--- config.mk ---
export PLATFORM = sky130hd
export DESIGN_NAME = mem_access_unit
export DESIGN_NICKNAME = d
export VERILOG_FILES = /design/src/rtl/mem_access_unit.sv
export SDC_FILE = /design/constraint.sdc
export NUM_CORES = 1
export LEC_CHECK = 0
export ABC_AREA = 1
export ABC_CLOCK_PERIOD_IN_PS = 2500
export CORE_ASPECT_RATIO = 1.2
export CORE_MARGIN = 2
export CORE_UTILIZATION = 50
export DETAILED_ROUTE_END_ITERATION = 16
export DONT_BUFFER_PORTS = 1
export GPL_TIMING_DRIVEN = 0
export PLACE_DENSITY_LB_ADDON = 0.05
export RECOVER_POWER = 100
export SYNTH_ARGS = -nofsm -noshare
export SYNTH_HDL_FRONTEND = slang
export SYNTH_SLANG_ARGS = --single-unit
--- constraint.sdc ---
create_clock -name clk -period 2.5 [get_ports clk]
set_input_delay 0.25 -clock clk [delete_from_list [all_inputs] [get_ports clk]]
set_output_delay 0.25 -clock clk [all_outputs]
set_load 0.01 [all_outputs]
--- src/rtl/mem_access_unit.sv ---
// Load/store sequencer for a 16-bit word-organised data memory; byte stores use read-modify-write.
// Optional build macro MEM_ACCESS_SIGNED_LOAD_EN adds req_signed for sign-extended byte loads.
module mem_access_unit #(
  parameter int ADDR_W = 16,
  parameter int DATA_W = 16
) (
  input  logic              clk,
  input  logic              reset,
  input  logic              req_valid,
  output logic              req_ready,
  input  logic              req_write,
  input  logic              req_byte,
  input  logic [ADDR_W-1:0] req_addr,
  input  logic [DATA_W-1:0] req_wdata,
`ifdef MEM_ACCESS_SIGNED_LOAD_EN
  input  logic              req_signed,
`endif
  output logic              resp_valid,
  output logic [DATA_W-1:0] resp_rdata,
  output logic              resp_err,
  output logic [ADDR_W-1:0] mem_access_addr,
  output logic [DATA_W-1:0] mem_write_data,
  output logic              mem_write_en,
  output logic              mem_read,
  input  logic [DATA_W-1:0] mem_read_data
);

  typedef enum logic [2:0] {
    S_IDLE,
    S_RD,
    S_RMW_RD,
    S_WR,
    S_RESP
  } state_t;

  state_t            r_state;
  state_t            w_next;
  logic [ADDR_W-1:0] r_addr;
  logic              r_byte;
  logic [7:0]        r_wdata_lo;
  logic [DATA_W-1:0] r_wr_data;
  logic [DATA_W-1:0] r_rdata;
  logic              r_err;

  logic              w_accept;
  logic              w_misalign;
  logic [7:0]        w_sel_byte;
  logic              w_sign;
  logic [DATA_W-1:0] w_load;
  logic [DATA_W-1:0] w_merged;

  assign w_accept   = req_valid && (r_state == S_IDLE);
  assign w_misalign = !req_byte && req_addr[0];

  // Little-endian lanes: address bit 0 picks the high byte.
  assign w_sel_byte = r_addr[0] ? mem_read_data[15:8] : mem_read_data[7:0];

`ifdef MEM_ACCESS_SIGNED_LOAD_EN
  logic r_signed;

  always_ff @(posedge clk) begin
    if (reset) begin
      r_signed <= 1'b0;
    end else if (w_accept) begin
      r_signed <= req_signed;
    end
  end

  assign w_sign = r_signed & w_sel_byte[7];
`else
  assign w_sign = 1'b0;
`endif

  assign w_load   = r_byte ? {{8{w_sign}}, w_sel_byte} : mem_read_data;
  assign w_merged = r_addr[0] ? {r_wdata_lo, mem_read_data[7:0]}
                              : {mem_read_data[15:8], r_wdata_lo};

  always_ff @(posedge clk) begin
    if (reset) begin
      r_state <= S_IDLE;
    end else begin
      r_state <= w_next;
    end
  end

  always_comb begin
    w_next       = r_state;
    req_ready    = 1'b0;
    mem_read     = 1'b0;
    mem_write_en = 1'b0;
    resp_valid   = 1'b0;
    case (r_state)
      S_IDLE: begin
        req_ready = 1'b1;
        if (w_accept) begin
          if (w_misalign)      w_next = S_RESP;
          else if (!req_write) w_next = S_RD;
          else if (!req_byte)  w_next = S_WR;
          else                 w_next = S_RMW_RD;
        end
      end
      S_RD: begin
        mem_read = 1'b1;
        w_next   = S_RESP;
      end
      S_RMW_RD: begin
        mem_read = 1'b1;
        w_next   = S_WR;
      end
      S_WR: begin
        mem_write_en = 1'b1;
        w_next       = S_RESP;
      end
      S_RESP: begin
        resp_valid = 1'b1;
        w_next     = S_IDLE;
      end
      default: w_next = S_IDLE;
    endcase
  end

  always_ff @(posedge clk) begin
    if (reset) begin
      r_addr     <= '0;
      r_byte     <= 1'b0;
      r_wdata_lo <= '0;
      r_wr_data  <= '0;
      r_rdata    <= '0;
      r_err      <= 1'b0;
    end else begin
      case (r_state)
        S_IDLE: begin
          if (w_accept) begin
            r_addr     <= req_addr;
            r_byte     <= req_byte;
            r_wdata_lo <= req_wdata[7:0];
            r_err      <= w_misalign;
            // Stores and errors respond with zero data.
            if (req_write || w_misalign) r_rdata <= '0;
            if (req_write && !req_byte && !w_misalign) r_wr_data <= req_wdata;
          end
        end
        S_RD:     r_rdata   <= w_load;
        S_RMW_RD: r_wr_data <= w_merged;
        S_RESP:   r_err     <= 1'b0;
        default: ;
      endcase
    end
  end

  assign mem_access_addr = (r_state == S_IDLE) ? '0 : {r_addr[ADDR_W-1:1], 1'b0};
  assign mem_write_data  = r_wr_data;
  assign resp_rdata      = r_rdata;
  assign resp_err        = r_err;

endmodule
======== Word-level counts from Yosys, hierarchy flattened ========
Index checks and enable logic that the tools add are counted.
word-level totals
  input bits .............................. 53
  register bits ........................... 61
  logic and storage cells ................. 52
  output and inout port bits .............. 53
operators by class
  reductions and logical operators ........ 17
  mux-type cells .......................... 21
  eq/ne operators ......................... 7
operators with widths
  kind                                            number
  2-to-1 mux 16 bit                               7
  one-hot mux 16 bit (2 select lines)             2
  one-hot mux 3 bit (3 select lines)              1
  2-to-1 mux 8 bit                                1
  == test 3 x 2 -> 1 bit (second input constant)  2
  2-to-1 mux 1 bit                                6
  2-to-1 mux 3 bit                                2
  AND reduction 3 bit                             2
  nonzero test 2 bit                              3
  logical AND 1 bit                               4
  != test 2 x 1 -> 1 bit (second input constant)  2
  AND reduction 2 bit                             2
  OR reduction 2 bit                              2
  == test 3 x 1 -> 1 bit (second input constant)  1
  == test 3 bit (second input constant)           1
  logical NOT 3 bit                               1
  logical NOT 1 bit                               2
  2-to-1 mux 2 bit                                1
  != test 2 bit (second input constant)           1
  one-hot mux 1 bit (2 select lines)              1
  logical OR 1 bit                                1

======== Depth between registers and ports, before layout ========
  depth after elaboration ................. 7
  gate-level depth with buffers ........... 10

======== Least setup slack after synthesis ========
OpenSTA, ideal clock, no wires.
  kind .................................... reg-to-output
  from .................................... register r_state[2]
  to ...................................... output mem_access_addr[10]
  setup slack ............................. 1.181 ns
  arrival time ............................ 1.069 ns
  cell stages (with the launch flop) ...... 6
  path buffers ............................ 1
  required time ........................... 2.250 ns
  cells stage by stage .................... dfxtp_1 > inv_2 > nand2_2 > nor2_4 > buf_1 > nor2_1
between the ends
  word-level cells in the longest chain between the ends .. 2
RTL lines
  element                 line  text
  from (decl)             36    state_t r_state;
  from (signal assigned)  82    r_state <= w_next;
  logical NOT 3 bit       151   assign mem_access_addr = (r_state == S_IDLE) ? '0 : {r_addr[ADDR_W-1:1], 1'b0};
  2-to-1 mux 16 bit       151
  to (decl)               21    output logic [ADDR_W-1:0] mem_access_addr,
Every way passes these cells.

======== Final worst setup path ========
Ends and elaborated chain as after synthesis.

==> out/metrics.yaml <==
cts:
  htreeDepth: 3
  clkSinkCount: 61
  clk_latency_ps: 340
  cts_setup_buffers: 0
  post_cts_resized: 0
  cts_tree: "done"
  cts_made_buffers: 9
  root_buffer: "clkbuf_8"
  cts.path.max_buffers: 2
  clk_pin_slew_worst_paths_ps: 70
  ctsHoldBuffers: 1
synth:
  ys_warn_count: 0
  synth_cell_types: 20
  netlist_area_um2: 3060
  synth.avg_cell_area_um2: 6.11
  syn_nets: 554
  yosysSeqAreaShare: 0.399
  synth_area_leaders: "dfxtp_1 40%, nand2_1 18%, nor2_1 9.6%"
  synth_top_area_share: 0.399
  synth_seq_cells: 61
  syn-instance-count: 501
  yosys.area.top_type: "dfxtp_1"
sta:
  maxSlewHeadroom: 0.657
  finalSetupViolations: 0
  post-route-period-util: 0.812
  tns_ps: 0
  skew_ps: 5.53
  drv_slew: 0
  worst-slew-pin-transition_ps: 515
  fin_ws_ps: 469
  hold_viol: 0
  max_freq_mhz: 492
  rsz0062_at_grt: "no"
  period_minus_slack_ps: 2030
floorplan:
  num_rows: 31
  dieWidth_um: 75.4
  die_h_um: 89.7
  die_area_um2: 6770
  start_util: 0.513
  core_um2: 5970
  pin_count: 106
global_routing:
  grt_max_degree: 11
  overflow: 0
  grt_pass1_wl_mm: 12.4
  antenna_found_initial: 0
  track_usage: 0.237
  grt_pass1_vias: 2703
layout:
  antenna_cells: 0
  fillers: 639
  nets: 566
  drive_gt1_frac: 0.0560
  syn_to_final_growth_pct: 10.4
  final_cell_mix: "146 x nand2_1, 79 x nor2_1, 71 x inv_1"
  layout_commonest_cell: "nand2_1"
  finalNonFillerCells: 600
critical_path:
  crit_type: "register to primary output"
  r2r-end: "resp_rdata[12]"
  slowest_delay_ps: 460
  worstPathArrival_ps: 1780
  worstPathRequired_ps: 2250
  slowest_stage: "clkbuf_1"
  critPathLaunchType: "register"
  crit_chain: "inv_1 > nand2_2 > nor2_1 > clkbuf_1 > nor2_1"
  cp_max_fo: 10
  crit_top_cell: "nor2_1"
  critPathTopFamily: "buffers and inverters"
  reg2reg_from: "r_state[2]"
  path_buf_inv: 2
  reg2reg_depth: 9
  ff2ff_setup_slack_ps: 620
  crit_path_end_kind: "primary output"
route:
  wl_per_cell_um: 13.0
  drc: 0
  totalWireLength_mm: 7.79
  vias_per_cell: 4.92
  dr.pass1.iters: 4
  detail_route.iter0.violations: 158
  antenna_left: 0
  vias: 2950
worst_hold_path:
  holdPathEnd: "r_state[2]"
  hold_depth: 2
  hp-class: "input port to register"
  min-delay-start: "req_addr[0]"
placement:
  place.gp.congestion: 0.831
  place.detailed.hpwl_mm: 5.97
  place_ws_ps: 999
  port_buffers: 0
  place_inst: 583
pwr:
  leakage_nw: 1.65
  vdd_drop_max_v: 0.000480
  power_mw: 3.00
  p_per_area_nw_per_um2: 887
run_status:
  status: "complete, no violations"
job:
  max_cap_violations: 0
kinds of logic (layout without fill, tap and decap cells):
family / after synthesis / in the layout / synth area share
AND/OR/NAND/NOR: 257 / 257 / 0.337
other: 1 / 1 / 0.00122
AO/OA/AOI/OAI: 80 / 80 / 0.132
buffers and inverters: 102 / 119 / 0.132
flip-flops: 61 / 61 / 0.399
power by group:
group | leakage, nW | switching (mW) | internal (mW)
registers | 0.504 | 0.134 | 1.14
logic | 1.03 | 0.490 | 0.227
clock network | 0.110 | 0.392 | 0.617
total | 1.65 | 1.02 | 1.98
metrics by stage:
stage                     area, um2  hold slack (ps)   util
final                          3380             75.1  0.566
after global routing           3380             80.4  0.566
after detailed placement       3160              323  0.530
after global placement         3160              320  0.530
after floorplan                3060              319      -
after CTS                      3400             64.6  0.569
synth_stat cells:
| library cell | instances |
|---|---|
| buf_1 | 1 |
| nand2_1 | 144 |
| nand3_1 | 27 |
| inv_2 | 4 |
| nand2_2 | 3 |
| nand3_2 | 1 |
| o211ai_1 | 1 |
| nand4_1 | 1 |
| o21ai_0 | 36 |
| nor2_4 | 2 |
| o21ai_1 | 4 |
| nor2_1 | 78 |
| buf_2 | 13 |
| inv_1 | 69 |
| dfxtp_1 | 61 |
| conb_1 | 1 |
| clkbuf_1 | 14 |
| nor3_1 | 1 |
| a21oi_1 | 39 |
| buf_4 | 1 |
sequential cells by signal (all words and copies together) (netlist names):
name / cells
mem_write_data: 16
r_addr: 16
r_byte: 1
r_state: 3
r_wdata_lo: 8
resp_err: 1
resp_rdata: 16
worst max-delay path by stage:
stage | end | cells past startpoint | from | slack, ps
after global placement | mem_access_addr[10] | 5 | r_state[2] | 1000
after detailed placement | mem_access_addr[10] | 5 | r_state[2] | 1000
after floorplan | mem_access_addr[10] | 5 | r_state[2] | 1180
final | mem_access_addr[10] | 5 | r_state[2] | 470
after CTS | mem_access_addr[10] | 5 | r_state[2] | 610
after global routing | mem_access_addr[10] | 5 | r_state[2] | 280
routing by layer:
metal | track usage | wire (um) | vias to the layer above
met1 | 0.291 | 3320 | 1297
met3 | 0.0594 | 611 | 14
met5 | 0 | 0 | -
li1 | - | - | 1543
met4 | 0.102 | 153 | 0
met2 | 0.383 | 3700 | 96
final cells by class:
cell class	instances	area, um2	share of cell area
multi-input cells	338	1420	0.420
flip-flops and latches	61	1220	0.361
inverters	73	274	0.0811
clock buffers	13	159	0.0470
plain buffers	29	125	0.0370
well taps	82	103	0.0304
clock inverters	3	67.6	0.0200
repair buffers	1	10.0	0.00296
(Power assumes the default switching activity.)
